--- config.mk ---
export PLATFORM = sky130hd
export DESIGN_NAME = enc8_3_rr
export DESIGN_NICKNAME = d
export VERILOG_FILES = /design/src/rtl/enc_pkg.sv /design/src/rtl/rr_pick.sv /design/src/rtl/enc8_3_rr.sv
export SDC_FILE = /design/constraint.sdc
export NUM_CORES = 1
export LEC_CHECK = 0
export ABC_CLOCK_PERIOD_IN_PS = 3400
export CORE_ASPECT_RATIO = 1.25
export CORE_MARGIN = 2
export CORE_UTILIZATION = 47
export DETAILED_ROUTE_END_ITERATION = 16
export PLACE_DENSITY = 0.73
export SLEW_MARGIN = 20
export SYNTH_ARGS = -nofsm -noshare
export SYNTH_HDL_FRONTEND = slang
export SYNTH_SLANG_ARGS = --single-unit
export TNS_END_PERCENT = 100
--- constraint.sdc ---
create_clock -name sys_clk -period 3.4 [get_ports sys_clk]
set_input_delay 0.51 -clock sys_clk [delete_from_list [all_inputs] [get_ports sys_clk]]
set_output_delay 0.51 -clock sys_clk [all_outputs]
set_load 0.02 [all_outputs]
--- src/rtl/enc_pkg.sv ---
// Shared constants, FSM states and helpers for the round-robin 8-to-3 encoder.
package enc_pkg;

    localparam int ENC_N     = 8;
    localparam int ENC_IDX_W = 3;

    typedef enum logic {
        IDLE  = 1'b0,
        OFFER = 1'b1
    } enc_state_t;

    function automatic logic [3:0] popcnt8(input logic [ENC_N-1:0] v);
        logic [3:0] cnt;
        cnt = 4'd0;
        for (int i = 0; i < ENC_N; i++) begin
            cnt = cnt + {3'd0, v[i]};
        end
        return cnt;
    endfunction

endpackage

--- src/rtl/rr_pick.sv ---
// Circular first-set-bit search starting at base: rotate, fixed-priority encode, un-rotate.
module rr_pick
    import enc_pkg::*;
(
    input  logic [ENC_N-1:0]     req,
    input  logic [ENC_IDX_W-1:0] base,
    output logic [ENC_IDX_W-1:0] idx
);

    logic [ENC_N-1:0]     w_rot;
    logic [ENC_IDX_W-1:0] w_enc;

    // w_rot[0] is the line at base, so the lowest set bit is the nearest upward.
    always_comb begin
        w_rot = '0;
        for (int i = 0; i < ENC_N; i++) begin
            w_rot[i] = req[3'(i) + base];
        end
    end

    always_comb begin
        w_enc = '0;
        for (int i = ENC_N - 1; i >= 0; i--) begin
            if (w_rot[i]) w_enc = 3'(i);
        end
    end

    assign idx = w_enc + base;

endmodule

--- src/rtl/enc8_3_rr.sv ---
// Registered round-robin 8-to-3 encoder; index held under a valid/ready handshake.
module enc8_3_rr
    import enc_pkg::*;
#(
    parameter int N     = ENC_N,
    parameter int IDX_W = ENC_IDX_W
) (
    input  logic             sys_clk,
    input  logic             sys_rst_n,
    input  logic [N-1:0]     Y_8,
    output logic [IDX_W-1:0] A_3,
    output logic             a_valid,
    input  logic             a_ready,
    output logic             multi_hot
);

    enc_state_t       r_state, w_nxt_state;
    logic [IDX_W-1:0] r_ptr, r_a, w_base, w_idx, w_a_inc;
    logic             r_vld, r_mh, w_load, w_hs, w_any;

    assign w_any   = |Y_8;
    assign w_a_inc = r_a + 3'd1;
    assign w_hs    = (r_state == OFFER) && a_ready;
    // A reload on handshake picks from just past the granted line, not the stale ptr.
    assign w_base  = (r_state == OFFER) ? w_a_inc : r_ptr;

    rr_pick u_pick (
        .req  (Y_8),
        .base (w_base),
        .idx  (w_idx)
    );

    always_comb begin
        w_nxt_state = r_state;
        w_load      = 1'b0;
        case (r_state)
            IDLE: begin
                if (w_any) begin
                    w_load      = 1'b1;
                    w_nxt_state = OFFER;
                end
            end
            OFFER: begin
                if (a_ready) begin
                    if (w_any) w_load = 1'b1;
                    else       w_nxt_state = IDLE;
                end
            end
            default: w_nxt_state = IDLE;
        endcase
    end

    always_ff @(posedge sys_clk or negedge sys_rst_n) begin
        if (!sys_rst_n) begin
            r_state <= IDLE;
            r_ptr   <= '0;
            r_a     <= '0;
            r_vld   <= 1'b0;
            r_mh    <= 1'b0;
        end else begin
            r_state <= w_nxt_state;
            r_vld   <= (w_nxt_state == OFFER);
            if (w_hs) r_ptr <= w_a_inc;
            if (w_load) begin
                r_a  <= w_idx;
                r_mh <= (popcnt8(Y_8) > 4'd1);
            end
        end
    end

    assign A_3       = r_a;
    assign a_valid   = r_vld;
    assign multi_hot = r_mh;

endmodule

==> Word-level counts from Yosys, hierarchy flattened <==
Cells that the tools add are included.
{ "totals": {"regBits": 8, "inputBits": 11, "out_inout_bits": 5, "word_cells": 62} }
{ "op_classes": {"add_sub_neg": 16, "n_lt_le_gt_ge": 9, "mux": 30, "n_bitwise": 1, "reduce_logical": 2} }
{ "ops": {"columns": ["op", "n"], "rows": [
  ["< comparator 3 x 4 -> 1 bit (second input constant)", 8],
  ["two-way mux 3 bit", 9],
  ["binary-select mux 1 bit (select 3 bit)", 8],
  ["adder 4 x 1 -> 4 bit", 4],
  ["adder 3 bit (first input constant)", 4],
  ["two-way mux 1 bit", 11],
  ["OR reduction 8 bit", 1],
  ["adder 2 x 3 -> 3 bit (first input constant)", 2],
  ["adder 3 x 1 -> 4 bit", 1],
  ["greater-than comparator 4 x 1 -> 1 bit (second input constant)", 1],
  ["one-hot mux 1 bit (2 select lines)", 2],
  ["adder 1 x 3 -> 3 bit (first input constant)", 1],
  ["adder 2 x 1 -> 3 bit", 1],
  ["adder 3 x 1 -> 3 bit (second input constant)", 1],
  ["adder 3 bit", 1],
  ["adder 1 x 1 -> 2 bit", 1],
  ["logical AND 1 bit", 1],
  ["inverter 1 bit", 1]
]} }

==> Logic depth before layout (Yosys ltp) <==
{ "logic_depth": {"depth_word": 14, "mapped_depth": 16, "depth_no_buf": 14} }

==> Hierarchy <==
A second synthesis with hierarchy kept.
{ "hier_totals": {"cells_unflattened": 119, "hier_area_um2": 1182.4} }
{ "by_module_without_submodules": {"columns": ["module", "n_inst", "cells_each", "area_each_um2", "seq_area_each_um2"], "rows": [
  ["enc8_3_rr", 1, 56, 591.8, 200.2],
  ["rr_pick", 1, 63, 590.6, 0.0]
]} }

==> Worst setup path before layout <==
No wires, ideal clock.
{ "synth_path": {"kind": "register to register", "startpoint": "register r_a[0] (netlist: A_3[0])", "endpoint": "register r_a[2] (netlist: A_3[2])", "setup_ns": 0.070, "t_arrival_ns": 3.471, "required_ns": 3.330, "slack_ns": -0.141, "stages_incl_launch_ff": 14, "n_path_buf": 0, "synth_period_minus_slack_ns": 3.541, "path_cell_list": "dfrtp_1 > ha_1 > mux2i_4 > inv_2 > ha_1 > xnor2_1 > mux4_2 > and4_1 > nor2_1 > o21ai_0 > fa_1 > xnor2_1 > a311o_1 > nand3_1"} }
{ "synth_between": {"elab_chain_cells": 14, "word_cells_on_any_way": 34, "cone_classes": "add/sub: 9; mux: 25"} }
{ "synth_lines": {"columns": ["item", "line", "rtl"], "rows": [
  ["start, declared", "enc8_3_rr.sv:18", "logic [IDX_W-1:0] r_ptr, r_a, w_base, w_idx, w_a_inc;"],
  ["start signal, assigned", "enc8_3_rr.sv:65", "r_a <= w_idx;"],
  ["adder 3 x 1 -> 3 bit *", "enc8_3_rr.sv:22", "assign w_a_inc = r_a + 3'd1;"],
  ["via w_a_inc[1]", "enc8_3_rr.sv:18", null],
  ["two-way mux 3 bit *", "enc8_3_rr.sv:25", "assign w_base = (r_state == OFFER) ? w_a_inc : r_ptr;"],
  ["adder 3 bit", "rr_pick.sv:17", "w_rot[i] = req[3'(i) + base];"],
  ["binary-select mux 1 bit (select 3 bit)", "rr_pick.sv:17", null],
  ["two-way mux 1 bit (implied by the code)", "rr_pick.sv:17", null],
  ["two-way mux 3 bit (8 in a row)", "rr_pick.sv:24", "if (w_rot[i]) w_enc = 3'(i);"],
  ["adder 3 bit *", "rr_pick.sv:28", "assign idx = w_enc + base;"]
]} }
The timed path passes the listed nets; every way through them passes the cells marked *. The select of a mux whose other input is x is not followed.
A chain may end at the register's enable or synchronous reset.

==> Worst setup path after layout <==
Same ends and word-level chain as after synthesis.

==> key figures <==
Routing
  – Drt drc: 0
  – Vias: 1047
  – Pre-antenna DRT Iters: 4
  – Vias per cell: 5.569
  – Drt initial violations: 17
  – Final antenna-violating net count: 0
  – Routed WL: 2683 um
  – DR WL/cell: 14.27 um

Layout
  – Multi-input logic area: 948.4 um2
  – Final nets: 179
  – Layout area overhead: 34.95%
  – Filler cells: a little under 200
  – Register area: 200.2 um2
  – Post-Layout Cell Count: 188
  – Layout cell share with drive strength beyond 1: 30.97%
  – Antenna cells: 0
  – Fin util: 65.84%

Setup path
  – Crit path required time: 3580 ps
  – Worst path depth: 13
  – Worst-path maximum fanout: 6
  – Reg2reg path depth: 13
  – Endpoint of the worst-slack reg-to-reg timing path: A_3[2]
  – Critical Path Source Type: register
  – CP top delay family: multiplexers
  – Max stage delay on crit path: 400 ps
  – CP most frequent cell: mux2i_4
  – Crit path from: A_3[0]
  – Buf/Inv on CP: 1
  – Setup crit end: A_3[2]
  – Critical path capture point type: register
  – Arr. time, crit path: 3430 ps
  – Crit Path Class: register to register
  – Critical Path Slowest Stage Cell: dfrtp_1
  – Worst reg2reg path startpoint: A_3[0]
  – R2r setup slk: 150 ps
  – CP cell instances: ha_4, mux2i_4, buf_4, mux2i_4, mux2i_1, mux2_2, a21o_1, nor2_1, o21ai_0, fa_1, xnor2_1, a311o_1, nand3_1

Logic synthesis
  – Distinct cells, synth: 35
  – Syn Inst Count: 119
  – Share of the synthesized area in the top cell type: approximately 17%
  – Most frequent cell after synthesis: mux2i_1
  – Synth top area cells: dfrtp_1 (17%), mux2i_1 (16%), mux4_2 (9.7%), fa_1 (8.6%), ha_1 (6.5%)
  – Cell Area, Synth: 1160 um2
  – Ys async rst share: 100.0%
  – Sequential share of the synthesized area: 17.26%
  – Post-synth EDFFs: 0
  – Yosys reg bits: 8
  – Post-synth top cells: mux2i_1 (18), nand2_1 (12), inv_1 (10)
  – Most used DFF post-synth: dfrtp_1
  – Synth warn: 0
  – Avg Cell Area, Syn: 9.747 um2
  – Syn Nets: 141
  – Library cell with the largest summed area after synthesis: dfrtp_1

Global routing
  – Vias in the first global route: 1031
  – Initial antenna violation count: 0
  – Grt total ovfl: 0
  – Largest net degree at the start of global routing: 11
  – First-pass GRT wire length: 4485 um
  – Global router's overall resource usage: 19.46%

Placement
  – RD Place Congestion: approximately 0.87
  – Post-DP HPWL: between 2000 and 2500 um
  – Port bufs: 15
  – Placed cells: 179

Die
  – Ports: 16
  – Starting Density: 48.79%
  – Die Area: between 2000 and 3000 um2
  – Core footprint: 2377 um2
  – Row count: 20
  – Die Span Y: 59.54 um
  – Die W: 48.43 um

Clock network
  – CTS tree: yes
  – CTS Root Cell: clkbuf_4
  – CTS Buf Count: 3
  – Clk Latency, worst-skew pair: around 250 ps
  – Bufs on Longest Clock Path: 2
  – H-tree Lvls: 1
  – Clock transition at path regs: 50 ps
  – Clock Sinks: 8

Timing
  – Hold slack final: between 400 and 500 ps
  – Setup tns final: 0 ps
  – Max-slew violations: 0
  – Least-Margin Pin Slew: 406.6 ps
  – Max Freq: 0.3081 GHz
  – Fin crit share: about 95%
  – Min Tclk post-route: between 3000 and 4000 ps
  – Final hold viol count: 0
  – Setup violations, final: 0
  – Slew headroom: about 70%
  – Final Skew: 2.433 ps

Min path
  – Hold crit path type: register to register

Outcome
  – Outcome: finished, final reports clean

Job
  – Max Cap Violations: 0
## timing repair
action	4_1_cts	5_1_grt
gates resized for setup	4	8
endpoints found under the setup margin	1	3
setup buffers	0	6
pin swaps	0	3
hold buffers	0	0
cloned	0	0
## placed cells by master (no fill, tap or decap), drive strengths merged, types with 3 or more instances in the layout
cell type | netlist | routed
xnor2 | 4 | 4
nand3 | 3 | 3
clkdlybuf4s50 | 0 | 12
mux2 | 4 | 4
buf | 3 | 21
mux2i | 19 | 19
inv | 12 | 12
nand4 | 3 | 3
dfrtp | 8 | 8
nand2 | 12 | 12
fa | 5 | 5
clkbuf | 0 | 3
o21ai | 7 | 7
nor2 | 4 | 4
ha | 6 | 6
mux4 | 5 | 5
## area by class of cell
type                            count  share of cell area [%]
Clock buffer                        3                   1.439
Inverter                           12                   2.878
Multi-Input combinational cell     96                   60.59
Sequential cell                     8                   12.79
Tap cell                           33                   2.638
Timing Repair Buffer               36                   19.66
## worst reg2reg max path, delay by kind of cell, from the launching register on
family | cells | cell delay, ps
simple gates | 2 | 170
xor+xnor | 1 | 150
buf+inv | 1 | 220
mux | 4 | 940
flops | 1 | 400
fa+ha+maj | 2 | 670
compound gates | 3 | 630
## registers in the layout, summed over array words and instances (netlist names)
register   cells
multi_hot      1
r_ptr          3
A_3            3
a_valid        1
## worst min-delay path by stage
stage	start	to	slack, ps	cells after the start
2_1_floorplan	sys_rst_n	A_3[0]	210	0
3_3_place_gp	r_ptr[0]	r_ptr[0]	480	2
3_5_place_dp	multi_hot	multi_hot	490	2
4_1_cts	multi_hot	multi_hot	500	2
5_1_grt	multi_hot	multi_hot	520	2
6_report	multi_hot	multi_hot	490	2
## per-stage QoR
stage | cell area, um2 | setup WS (ps)
finish | 1565 | 154.3
global route | 1565 | -32.75
CTS | 1488 | 31.85
detailed placement | 1463 | -379.7
global placement | 1463 | -312.0
floorplan | 1180 | 60.48
## cells by family after synthesis
logic type | synth area share [%]
compound gates | 10.90
mux | 31.07
fa+ha+maj | 15.10
xor+xnor | 5.717
simple gates | 14.24
buf+inv | 5.718
flops | 17.26
## per-layer routing
metal | track usage (%) | routed length (um)
met3 | 3.283 | 89
met4 | 4.082 | 21
met1 | 23.52 | 1087
met2 | 36.71 | 1484
met5 | 0 | 0
Power is left out: the tool's default activity adds up to more than one toggle a clock period on the data nets, which glitch-free logic cannot reach.
==> RTL edit: new RTL, same settings <==
Set the package constant `ENC_N` to 7 (it was 8).
--- a/src/rtl/enc_pkg.sv
+++ b/src/rtl/enc_pkg.sv
@@ -1,7 +1,7 @@
 // Shared constants, FSM states and helpers for the round-robin 8-to-3 encoder.
 package enc_pkg;
 
-    localparam int ENC_N     = 8;
+    localparam int ENC_N     = 7;
     localparam int ENC_IDX_W = 3;
 
     typedef enum logic {
Ports: changed (resized Y_8); port bits go from 16 to 15. The function was not compared with the original's and may differ.
==> RTL edit against the original RTL <==
  * Final cell count down 13%
  * Design area down 16%
  * Non-clock buffer count down 11
  * Area after synthesis down 14%
  * Wire length down 5.9%
  * Sequential cell count unchanged
  * Worst setup slack worse by 0.024 ns
  * Fmax down 0.73%
  * Core utilization up 0.82 points
Power is not shown: default switching activity piles up to over one toggle a cycle in this logic, so the estimate is an artifact.
==> RTL edit: results (changes against the original RTL) <==
.. list-table::
   :header-rows: 1

   * - Metric
     - Value
   * - XOR/XNOR Fraction of Synth Area
     - 6.04% (was 5.72%)
   * - Most frequent cells after synthesis
     - 17 x nand3_1, 9 x inv_1, 8 x a21oi_1, 8 x dfrtp_1, 8 x nand2_1 (was 18 x mux2i_1, 12 x nand2_1, 10 x inv_1)
   * - Worst reg2reg setup slack
     - 0.13 ns (was 0.15 ns)
   * - Number of nets in the synthesized netlist
     - 137 (was 141)
   * - Adder-cell share of the synthesized area
     - 14.3% (was 15.1%)
   * - Hold Worst Slack
     - 0.487 ns (was 0.493 ns)
   * - Source of the worst hold timing path
     - multi_hot$_DFFE_PN0P_ (unchanged)
   * - Routed wire length
     - 2530 microns (was 2680 microns)
   * - Fraction of layout instances using a drive strength above 1
     - 25.7% (was 31.0%)
   * - Largest cells by area after synthesis
     - dfrtp_1 20%, nand3_1 8.6%, fa_1 8.1% (was dfrtp_1 17%, mux2i_1 16%, mux4_2 9.7%)
   * - GPL Wtd Cong
     - 0.854 (was 0.872)
   * - Share of cell area taken by muxes after synthesis
     - 9.06% (was 31.1%)
   * - Average cell area after synthesis
     - 8.43 sq um (was 9.75 sq um)
   * - HPWL Detailed
     - 1990 microns (was 2180 microns)
   * - Transition time at the pin with the least slew margin
     - 0.372 ns (was 0.407 ns)
   * - Clock skew after layout
     - 0.00387 ns (was 0.00243 ns)
   * - Number of vias after detailed routing
     - 1000 (was 1047)
   * - Cell Area, Placed
     - 1260 sq um (was 1460 sq um)
   * - Maximum number of buffers from clock root to sink
     - 2 (unchanged)
   * - Post-synthesis to final-layout area growth
     - 32.8% (was 35.0%)
   * - Worst hold path stage count
     - 1 (was 2)
   * - Number of global-route vias before repair
     - 944 (was 1031)
   * - Biggest cell delay along the critical path
     - 0.42 ns (was 0.40 ns)
   * - Number of cells in the finished layout apart from fillers
     - 164 (was 188)
   * - # port buffers
     - 14 (was 15)
   * - CTS clk-pin slew, worst paths
     - 0.05 ns (about the same)
   * - Largest net degree at the start of global routing
     - 9 (was 11)
   * - Antenna violations before repair
     - 0 (unchanged)
   * - Fraction of the yosys area taken by sequential cells
     - 20.1% (was 17.3%)
   * - Number of levels in the clock H-tree
     - 1 (unchanged)
   * - Number of cells traversed by the worst register-to-register path
     - 14 (was 13)
   * - Number of buffers added to fix hold violations after cts
     - 0 (unchanged)
   * - Iteration-0 DRC Markers
     - 19 (was 17)
   * - Global-route total usage across every layer
     - 22.0% (was 19.5%)
   * - Largest fanout of any net on the critical path
     - 4 (was 6)
   * - Reg-to-Reg Start
     - A_3[0]$_DFFE_PN0P_ (unchanged)
   * - Filler cells
     - 169 (was 199)
   * - Critical-path top delay cell
     - dfrtp_2 (was dfrtp_1)
   * - Synth unique cells
     - 41 (was 35)
   * - Result of the run
     - completed (unchanged)
   * - Synth Area in Compound Gates
     - 20.3% (was 10.9%)
   * - Cell family contributing the most delay on the critical path
     - adder cells (was multiplexers)
   * - First-pass GRT wire length
     - 4110 microns (was 4490 microns)
## RTL edit: per-layer routing
layer / track usage, % / vias up / part of all wire, %
met1: 28.2 / 482 / 41
met4: 7.56 / 0 / 1.5
met3: 1.96 / 6 / 3.4
met2: 37.1 / 25 / 54
li1: - / 487 / -
met5: 0 / - / 0
## RTL edit: final cells by class
class,instances,area share [%]
multi-input combinational,97,61.1
timing repair buffer,25,16.9
sequential,8,15.3
inverter,10,2.84
clock buffer,4,1.99
tap,20,1.89
## RTL edit: how the worst max path moves through the flow
| stage | slack (ns) | to | from |
|---|---|---|---|
| final | 0.13 | A_3[2]$_DFFE_PN0P_ | A_3[0]$_DFFE_PN0P_ |
| after global routing | -0.05 | A_3[2]$_DFFE_PN0P_ | A_3[0]$_DFFE_PN0P_ |
| after CTS | 0.03 | A_3[2]$_DFFE_PN0P_ | A_3[1]$_DFFE_PN0P_ |
| after detailed placement | 0.04 | A_3[2]$_DFFE_PN0P_ | A_3[1]$_DFFE_PN0P_ |
| after global placement | 0.11 | multi_hot$_DFFE_PN0P_ | Y_8[0] |
| after floorplan | 0.002 | A_3[2]$_DFFE_PN0P_ | A_3[0]$_DFFE_PN0P_ |
## RTL edit: what timing repair did
| item | in CTS | in global routing |
|---|---|---|
| setup buffers | 0 | 1 |
| gates resized for setup | 0 | 7 |
| endpoints found under the setup margin | 0 | 1 |
## RTL edit: metrics by stage
stage	setup WS, ns	TNS (ns)
final	0.130	0
after detailed placement	0.0404	0
after global routing	-0.0482	-0.0482
after CTS	0.0290	0
after floorplan	0.00214	0
after global placement	0.111	0
## RTL edit: cell families after synthesis
group / after synthesis
buffers and inverters: 13
adder cells (fa/ha/maj): 9
XOR/XNOR: 6
AND/OR/NAND/NOR: 44
flip-flops: 8
AO/OA/AOI/OAI: 31
multiplexers: 7
